$ cat src/rtl/bus_master_seq.sv
// bus_master_seq: single-outstanding register-bus initiator with masked writes,
// acknowledge timeout and a valid/ready response port.
`default_nettype none

module bus_master_seq #(
  parameter int ADDR_WIDTH = 16,
  parameter int TIMEOUT    = 16
) (
  input  logic                  bus_clk,
  input  logic                  bus_reset_l,
  input  logic                  cmd_valid,
  output logic                  cmd_ready,
  input  logic                  cmd_write,
  input  logic [ADDR_WIDTH-1:0] cmd_addr,
  input  logic [15:0]           cmd_data,
  input  logic [15:0]           cmd_mask,
  output logic                  rsp_valid,
  input  logic                  rsp_ready,
  output logic [15:0]           rsp_data,
  output logic                  rsp_err,
  output logic [ADDR_WIDTH-1:0] bus_addr,
  output logic [31:0]           bus_wr_data,
  output logic                  bus_we,
  output logic                  bus_re,
  input  logic [15:0]           bus_rd_data,
  input  logic                  bus_rd_ack,
  input  logic                  bus_wr_ack,
  output logic [7:0]            err_count
);

  typedef enum logic [1:0] {
    IDLE   = 2'd0,
    ACCESS = 2'd1,
    RESP   = 2'd2
  } state_t;

  // Strobe-cycle index (0-based) of the last cycle before a timeout is declared.
  localparam logic [7:0] TO_LAST = 8'(TIMEOUT - 1);

  state_t                state_q, state_d;
  logic [ADDR_WIDTH-1:0] addr_q, addr_d;
  logic [31:0]           wdata_q, wdata_d;
  logic                  write_q, write_d;
  logic                  we_q, we_d;
  logic                  re_q, re_d;
  logic [7:0]            cnt_q, cnt_d;
  logic [15:0]           rdata_q, rdata_d;
  logic                  err_q, err_d;
  logic [7:0]            errcnt_q, errcnt_d;
  logic                  ack;
  logic                  unused_addr_lsbs;

  assign unused_addr_lsbs = ^cmd_addr[1:0];
  assign ack = write_q ? bus_wr_ack : bus_rd_ack;

  always_comb begin
    state_d  = state_q;
    addr_d   = addr_q;
    wdata_d  = wdata_q;
    write_d  = write_q;
    we_d     = we_q;
    re_d     = re_q;
    cnt_d    = cnt_q;
    rdata_d  = rdata_q;
    err_d    = err_q;
    errcnt_d = errcnt_q;
    case (state_q)
      IDLE: begin
        if (cmd_valid) begin
          addr_d  = {cmd_addr[ADDR_WIDTH-1:2], 2'b00};
          wdata_d = {cmd_mask, cmd_data};
          write_d = cmd_write;
          we_d    = cmd_write;
          re_d    = !cmd_write;
          cnt_d   = 8'd0;
          state_d = ACCESS;
        end
      end
      ACCESS: begin
        // The ack is tested before the timeout so an ack in the final strobe cycle wins.
        if (ack) begin
          we_d    = 1'b0;
          re_d    = 1'b0;
          rdata_d = write_q ? 16'h0000 : bus_rd_data;
          err_d   = 1'b0;
          state_d = RESP;
        end else if (cnt_q == TO_LAST) begin
          we_d    = 1'b0;
          re_d    = 1'b0;
          rdata_d = 16'h0000;
          err_d   = 1'b1;
          if (errcnt_q != 8'hFF) errcnt_d = errcnt_q + 8'd1;
          state_d = RESP;
        end else begin
          cnt_d = cnt_q + 8'd1;
        end
      end
      RESP: begin
        if (rsp_ready) state_d = IDLE;
      end
      default: begin
        we_d    = 1'b0;
        re_d    = 1'b0;
        state_d = IDLE;
      end
    endcase
  end

  always_ff @(posedge bus_clk or negedge bus_reset_l) begin
    if (!bus_reset_l) begin
      state_q  <= IDLE;
      addr_q   <= '0;
      wdata_q  <= '0;
      write_q  <= 1'b0;
      we_q     <= 1'b0;
      re_q     <= 1'b0;
      cnt_q    <= 8'd0;
      rdata_q  <= 16'h0000;
      err_q    <= 1'b0;
      errcnt_q <= 8'd0;
    end else begin
      state_q  <= state_d;
      addr_q   <= addr_d;
      wdata_q  <= wdata_d;
      write_q  <= write_d;
      we_q     <= we_d;
      re_q     <= re_d;
      cnt_q    <= cnt_d;
      rdata_q  <= rdata_d;
      err_q    <= err_d;
      errcnt_q <= errcnt_d;
    end
  end

  assign cmd_ready   = (state_q == IDLE);
  assign rsp_valid   = (state_q == RESP);
  assign rsp_data    = rdata_q;
  assign rsp_err     = err_q;
  assign bus_addr    = addr_q;
  assign bus_wr_data = wdata_q;
  assign bus_we      = we_q;
  assign bus_re      = re_q;
  assign err_count   = errcnt_q;

endmodule

`default_nettype wire
$ cat config.mk
export PLATFORM = sky130hd
export DESIGN_NAME = bus_master_seq
export DESIGN_NICKNAME = d
export VERILOG_FILES = /design/src/rtl/bus_master_seq.sv
export SDC_FILE = /design/constraint.sdc
export NUM_CORES = 1
export LEC_CHECK = 0
export CAP_MARGIN = 15
export CELL_PAD_IN_SITES_DETAIL_PLACEMENT = 0
export CELL_PAD_IN_SITES_GLOBAL_PLACEMENT = 1
export CORE_ASPECT_RATIO = 0.5
export CORE_MARGIN = 2
export CORE_UTILIZATION = 28
export CTS_BUF_LIST = sky130_fd_sc_hd__clkbuf_16
export CTS_CLUSTER_DIAMETER = 30
export DETAILED_ROUTE_END_ITERATION = 6
export GPL_TIMING_DRIVEN = 0
export PLACE_DENSITY = 0.79
export SETUP_SLACK_MARGIN = 0.15
export SKIP_LAST_GASP = 1
export SLEW_MARGIN = 40
export SYNTH_ARGS = -nofsm -noshare
export SYNTH_HDL_FRONTEND = slang
export SYNTH_SLANG_ARGS = --single-unit
$ cat constraint.sdc
create_clock -name bus_clk -period 2.13 [get_ports bus_clk]
set_input_delay 0.426 -clock bus_clk [delete_from_list [all_inputs] [get_ports bus_clk]]
set_output_delay 0.426 -clock bus_clk [all_outputs]
set_load 0.01 [all_outputs]
==> results.md, run 1 <==
* Fin crit period at 2.15 ns
* CTS Buf Count at 9
* Routed WL per cell at 13.3 µm
* DRC viols at 0
* Mean Syn Cell Area at 9.21 µm²
* Io pins at 148
* Vias at 3037
* Hold path depth at 2
* Crit share post-route at 1.01
* Clock sink total at 84
* Worst rel slew slack at 0.541
* Adder-Cell Fraction of Synth Area at 0.00721
* GR Util All Layers at 0.144
* Synthesized-area fraction occupied by and/or/nand/nor cells at 0.248
* CORE AREA at 0.0119 mm²
* WP data arrival at 2.37 ns
* Final GP Congestion at 0.738
* Post-synth top cells: 153 x nand2_1, 84 x dfrtp_1, 22 x nand3_1, 21 x o21ai_0, 18 x inv_1
* P_leak at 0.00261 µW
* Mapped Area at 0.00347 mm²
* Register bit count reported by yosys at 84
* Status: finished, violations left
* Ranking of synthesized cells by area: dfrtp_1 61%, nand2_1 17%, nand3_1 3.2%
* Post-synthesis mux area share at 0.0209
* Layout area overhead at 60.4%
* Critical R2R Launch: cnt_q[7]
* Post-DP HPWL at 6660 µm
* Chip width at 161 µm
* EDFF count, synth at 0
* Worst setup EP type: flop
* Largest area contributor in the netlist: dfrtp_1
* Initial antenna violation count at 0
* Post-synthesis cell count at 377
* GRT overflow at 0
* Synth Flop Type: dfrtp_1
* Post-route ant nets at 0
* Multi-input gate area in the final layout at 0.00127 mm²
* IO Port Bufs at 143
* CTS H-Tree Depth at 3
* Number of diodes at 0
* Final slew viol count at 0
* Share of cells above drive strength 1 at 0.0768
* WS Path Type: input port to flop
* Buffer depth of the longest clock path at 2
* CTS tree: done
* DR iter-0 viols at 139
* Min-Delay Path Class: flop to flop
* Vias/cell at 4.27
* Final hold violations at 0
* PD cells at 1250 mW/mm²
* Count leader, synth: nand2_1
* Max_cap viols at 0
* Root buf cell: clkbuf_16
* Largest net degree at the start of global routing at 58
* Sequential Area at 0.00210 mm²
* Synth Warn # at 0
* Max rail drop VDD at 469 µV
* Reg2reg setup slack at -0.02 ns
* Post-synthesis compound-gate area fraction at 0.0591
* First-pass GRT wire length at 14800 µm
* Setup violations, final at 1
* Hold Path End: bus_wr_data[23]
* Least-Margin Pin Slew at 0.682 ns
* Yosys top cell area share at 0.605
* Failing checks: negative setup slack
* Hold_sp: bus_wr_data[23]
* Worst reg2reg path endpoint: err_count[7]
* First-pass DRT Iterations at 4
* PnR worst setup slack at -0.0186 ns
* Nets@finish at 615
* Starting Density at 0.291
* TNS Setup at -0.0186 ns
* Clk slew on worst S/H paths at 0.06 ns
* Post-synthesis xor/xnor area fraction at 0.0148
* Fraction of registers with async set or reset after synthesis at 1.00
* Die area at 0.0134 mm²
* CP max FO at 4
* Worst EP required at 2.35 ns
* Final WL at 9480 µm
* Largest family of logic cells by synthesized area: simple AND/OR/NAND/NOR gates
* Die height at 82.7 µm
* Vias in the first global route at 2919
* Filler cell count at 1154
* Rows at 28
* Startpoint Class: input port
* Design Area, Final at 0.00557 mm²
* Unique cell type count in the Yosys netlist at 33
* Dpl cell area at 0.00514 mm²
* Max frequency at 465 MHz
* Worst r2r path cells at 4
* Post-synthesis sequential area ratio at 0.605
* Worst skew pair latency at 0.33 ns
* Unrepaired setup endpoints after global routing: true
* Layout Skew at 0.00617 ns
[cell usage in the layout (no fill, tap or decap), types with 2 or more instances in the layout]
cell               n
conb_1             2
clkinv_1           2
or4_4              3
clkinv_2           4
dfrtp_1           84
o21ai_0           21
ha_1               2
nand2_1          153
buf_6              2
nor2b_1            5
buf_1              2
o211ai_1           2
xor2_1             3
nor2_1             7
and2_1             2
dlymetal6s2s_1     2
inv_1             18
nand3_1           22
mux2i_1            5
clkdlybuf4s50_1  140
a31oi_1            4
clkbuf_16          9
nand2b_1           2
buf_4             10
a21oi_1            5
mux2_4             2
clkbuf_1          12
clkbuf_2           2
[per-layer routing]
layer,track usage,share of wire,wire (µm),vias to the layer above
li1,-,-,-,1534
met3,0.0465,0.043,411,7
met5,0,0,0,-
met4,0.0402,0.0090,85,0
met1,0.183,0.45,4230,1447
met2,0.241,0.50,4760,49
[layout make-up]
type / count / share of cell area
Clock buffer: 9 / 0.0404
Buffer: 20 / 0.0184
Tap cell: 165 / 0.0371
Sequential cell: 84 / 0.378
Timing Repair Buffer: 153 / 0.276
Clock inverter: 7 / 0.0103
Inverter: 18 / 0.0121
Multi-Input combinational cell: 256 / 0.228
[stage by stage]
step                utilization  hold slack, ns  cells  total power (µW)  setup slack, ns
floorplan                     -           0.130    378              3800         -0.00486
global placement          0.428           0.458    686              5460            -2.68
global route              0.466           0.493    712              7510          -0.0498
CTS                       0.461           0.476    709              7080          -0.0247
detailed placement        0.430           0.323    687              5520           -0.411
finish                    0.466           0.471    712              6990          -0.0186
[registers in the layout (all words and copies together) (netlist names)]
| name | flops |
|---|---|
| bus_wr_data | 32 |
| state_q | 2 |
| rsp_err | 1 |
| bus_we | 1 |
| err_count | 8 |
| cnt_q | 8 |
| rsp_data | 16 |
| bus_addr | 14 |
| bus_re | 1 |
| write_q | 1 |
[repair_timing]
action	CTS	global route
hold buffers	1	0
endpoints found under the setup margin	16	26
pin swaps	1	3
gates resized for setup	7	16
setup buffers	5	3
endpoints found under the hold margin	27	0
[report_power, final]
part           total, µW  internal [µW]  switching, µW
Sequential          2550           2210            345
Combinational       2930           1520           1410
Clock               1500            891            612
[worst max path at each step]
stage / startpoint / endpoint / slack [ns] / depth (start not counted)
after floorplan: cnt_q[4] / err_count[7] / -0.005 / 4
after global placement: bus_reset_l / rsp_data[11] / -2.68 / 1
after detailed placement: bus_rd_ack / err_count[1] / -0.41 / 5
after CTS: cnt_q[7] / err_count[7] / -0.02 / 4
after global routing: cnt_q[7] / err_count[7] / -0.05 / 4
final: bus_rd_ack / err_count[7] / -0.02 / 5
[critical path, cell delays in order]
cell	delay [ns]
clkdlybuf4s50_1	0.44
mux2_4	0.31
or4_4	0.55
or4_4	0.51
xnor2_2	0.14
[kinds of logic after synthesis]
family / count (synthesis)
muxes: 7
adders and majority gates: 2
DFF: 84
and+or+nand+nor: 204
xor gates and xnor gates: 5
AOI/OAI and AO/OA: 36
other: 1
buffers and inverters: 38
(Power assumes the default switching activity.)
==> run 2: changes to the inputs <==
--- a/config.mk
+++ b/config.mk
@@ -15,6 +15,7 @@
 export CTS_CLUSTER_DIAMETER = 30
 export DETAILED_ROUTE_END_ITERATION = 6
 export GPL_TIMING_DRIVEN = 0
+export HOLD_SLACK_MARGIN = 0.03
 export PLACE_DENSITY = 0.79
 export SETUP_SLACK_MARGIN = 0.15
 export SKIP_LAST_GASP = 1
==> results of run 2 <==
Final layout, timing and power as in run 1 (identical DEF).
==> run 3: changes to the inputs <==
--- a/config.mk
+++ b/config.mk
@@ -16,6 +16,7 @@
 export DETAILED_ROUTE_END_ITERATION = 6
 export GPL_TIMING_DRIVEN = 0
 export HOLD_SLACK_MARGIN = 0.03
+export MAX_ROUTING_LAYER = met4
 export PLACE_DENSITY = 0.79
 export SETUP_SLACK_MARGIN = 0.15
 export SKIP_LAST_GASP = 1
==> results.md, run 3 (synthesized netlist as in run 1, its figures left out) <==
* Status: finished, violations left
* Failing checks: negative setup slack
* Crit share post-route at 1.01 (about the same)
* TNS Setup at -0.0183 ns (+0.000305 ns)
* Final GP Congestion at 0.747 (+1.2%)
* Initial antenna violation count at 0 (unchanged)
* Max rail drop VDD at 469 µV (+0.11%)
* CP max FO at 4 (unchanged)
* Fin crit period at 2.15 ns (-0.000305 ns)
* Buffer depth of the longest clock path at 2 (unchanged)
* PnR worst setup slack at -0.0183 ns (+0.000305 ns)
* Startpoint Class: input port
* Largest net degree at the start of global routing at 58 (unchanged)
* Vias in the first global route at 2928 (+0.31%)
* Design Area, Final at 0.00557 mm² (about the same)
* Unrepaired setup endpoints after global routing: true
* Final WL at 9480 µm (about the same)
* Chip width at 161 µm (unchanged)
* Share of cells above drive strength 1 at 0.0786 (+0.00183)
* Filler cell count at 1153 (-0.087%)
* WP data arrival at 2.37 ns (about the same)
* Starting Density at 0.291 (unchanged)
* Io pins at 148 (unchanged)
* Max_cap viols at 0 (unchanged)
* Number of diodes at 0 (unchanged)
* Layout Skew at 0.00599 ns (-0.000179 ns)
* Most frequent cells in the layout: 153 x nand2_1, 140 x clkdlybuf4s50_1, 84 x dfrtp_1
* DRC viols at 0 (unchanged)
* Worst skew pair latency at 0.34 ns (about the same)
* Worst rel slew slack at 0.538 (-0.00294)
* WS Path Type: input port to flop
* Dpl cells at 687 (unchanged)
* CTS tree: done
* Reg2reg setup slack at -0.01 ns (about the same)
* First-pass DRT Iterations at 4 (unchanged)
* Dpl cell area at 0.00514 mm² (unchanged)
* Worst EP required at 2.35 ns (about the same)
* IO Port Bufs at 143 (unchanged)
* Least-Margin Pin Slew at 0.686 ns (+0.00436 ns)
* Die height at 82.7 µm (unchanged)
* GR Util All Layers at 0.149 (+0.00439)
* Routed WL per cell at 13.3 µm (about the same)
* P_leak at 0.00261 µW (+0.10%)
* Clk slew on worst S/H paths at 0.06 ns (about the same)
* CTS H-Tree Depth at 3 (unchanged)
* Post-DP HPWL at 6660 µm (unchanged)
* Post-route ant nets at 0 (unchanged)
* CORE AREA at 0.0119 mm² (unchanged)
* First-pass GRT wire length at 14900 µm (about the same)
* Root buf cell: clkbuf_16
* Worst setup EP type: flop
* Finished Layout Cells at 712 (unchanged)
* Clock sink total at 84 (unchanged)
* Die area at 0.0134 mm² (unchanged)
* GRT overflow at 0 (unchanged)
* Vias/cell at 4.26 (about the same)
* Final hold violations at 0 (unchanged)
* Setup violations, final at 1 (unchanged)
* Final slew viol count at 0 (unchanged)
* Max reg flops at 32 (unchanged)
* Vias at 3036 (-0.033%)
* Commonest non-fill, non-tap cell in the layout: nand2_1
* Min-Delay Path Class: flop to flop
* CTS Buf Count at 9 (unchanged)
* Rows at 28 (unchanged)
* PD cells at 1250 mW/mm² (about the same)
* DR iter-0 viols at 154 (+11%)
* Max frequency at 465 MHz (about the same)
* Nets@finish at 615 (unchanged)
* Layout area overhead at 60.4% (about the same)
run 3: cell counts in the layout (fill, tap and decap cells not counted):
Identical to the previous run, type by type.
run 3: cell type report:
type,count,area [µm²],area share
sequential,84,2100,0.377
multi-input combinational,256,1270,0.228
clock buffer,9,225,0.0404
tap,165,206,0.0371
buffer,20,104,0.0186
timing repair buffer,153,1540,0.276
inverter,18,67.6,0.0121
clock inverter,7,57.6,0.0103
run 3: repair_timing:
action | CTS | global route
endpoints found under the hold margin | 27 | 0
endpoints found under the setup margin | 16 | 27
hold buffers | 1 | 0
resized for setup | 7 | 18
setup buffers | 5 | 3
pin swaps | 1 | 3
run 3: final timing paths:
kind | to | start | cells after the start
worst max-delay path | err_count[7] | bus_rd_ack | 5
max in group asynchronous | rsp_data[12] | bus_reset_l | 3
min in group asynchronous | bus_wr_data[28] | bus_reset_l | 2
worst min-delay path | bus_wr_data[23] | bus_wr_data[23] | 2
worst min register to register | bus_wr_data[23] | bus_wr_data[23] | 2
worst max register to register | err_count[7] | cnt_q[7] | 4
run 3: per-layer routing:
layer,vias up,track usage,routed length (µm)
met1,1444,0.185,4290
met3,7,0.0420,343
li1,1536,-,-
met4,0,0.0402,89
met2,49,0.242,4760
met5,-,-,0
run 3: per-stage QoR:
stage | util | total power (µW) | hold slack [ns] | worst slack (ns)
after floorplan | - | 3800 | 0.130 | -0.00486
after global placement | 0.428 | 5460 | 0.458 | -2.68
after detailed placement | 0.430 | 5520 | 0.323 | -0.411
after CTS | 0.461 | 7080 | 0.476 | -0.0247
after global routing | 0.466 | 7510 | 0.493 | -0.0498
final | 0.466 | 6990 | 0.471 | -0.0183
run 3: worst max-delay path, stage by stage:
cell and delay, ns:
clkdlybuf4s50_1 0.44, mux2_4 0.31, or4_4 0.55, or4_4 0.51, xnor2_2 0.14
run 3: power breakdown:
| group | total (µW) | internal, µW | switching (µW) |
|---|---|---|---|
| combinational | 2930 | 1520 | 1410 |
| clock | 1500 | 891 | 613 |
| sequential | 2550 | 2210 | 345 |
| total | 6990 | 4620 | 2370 |
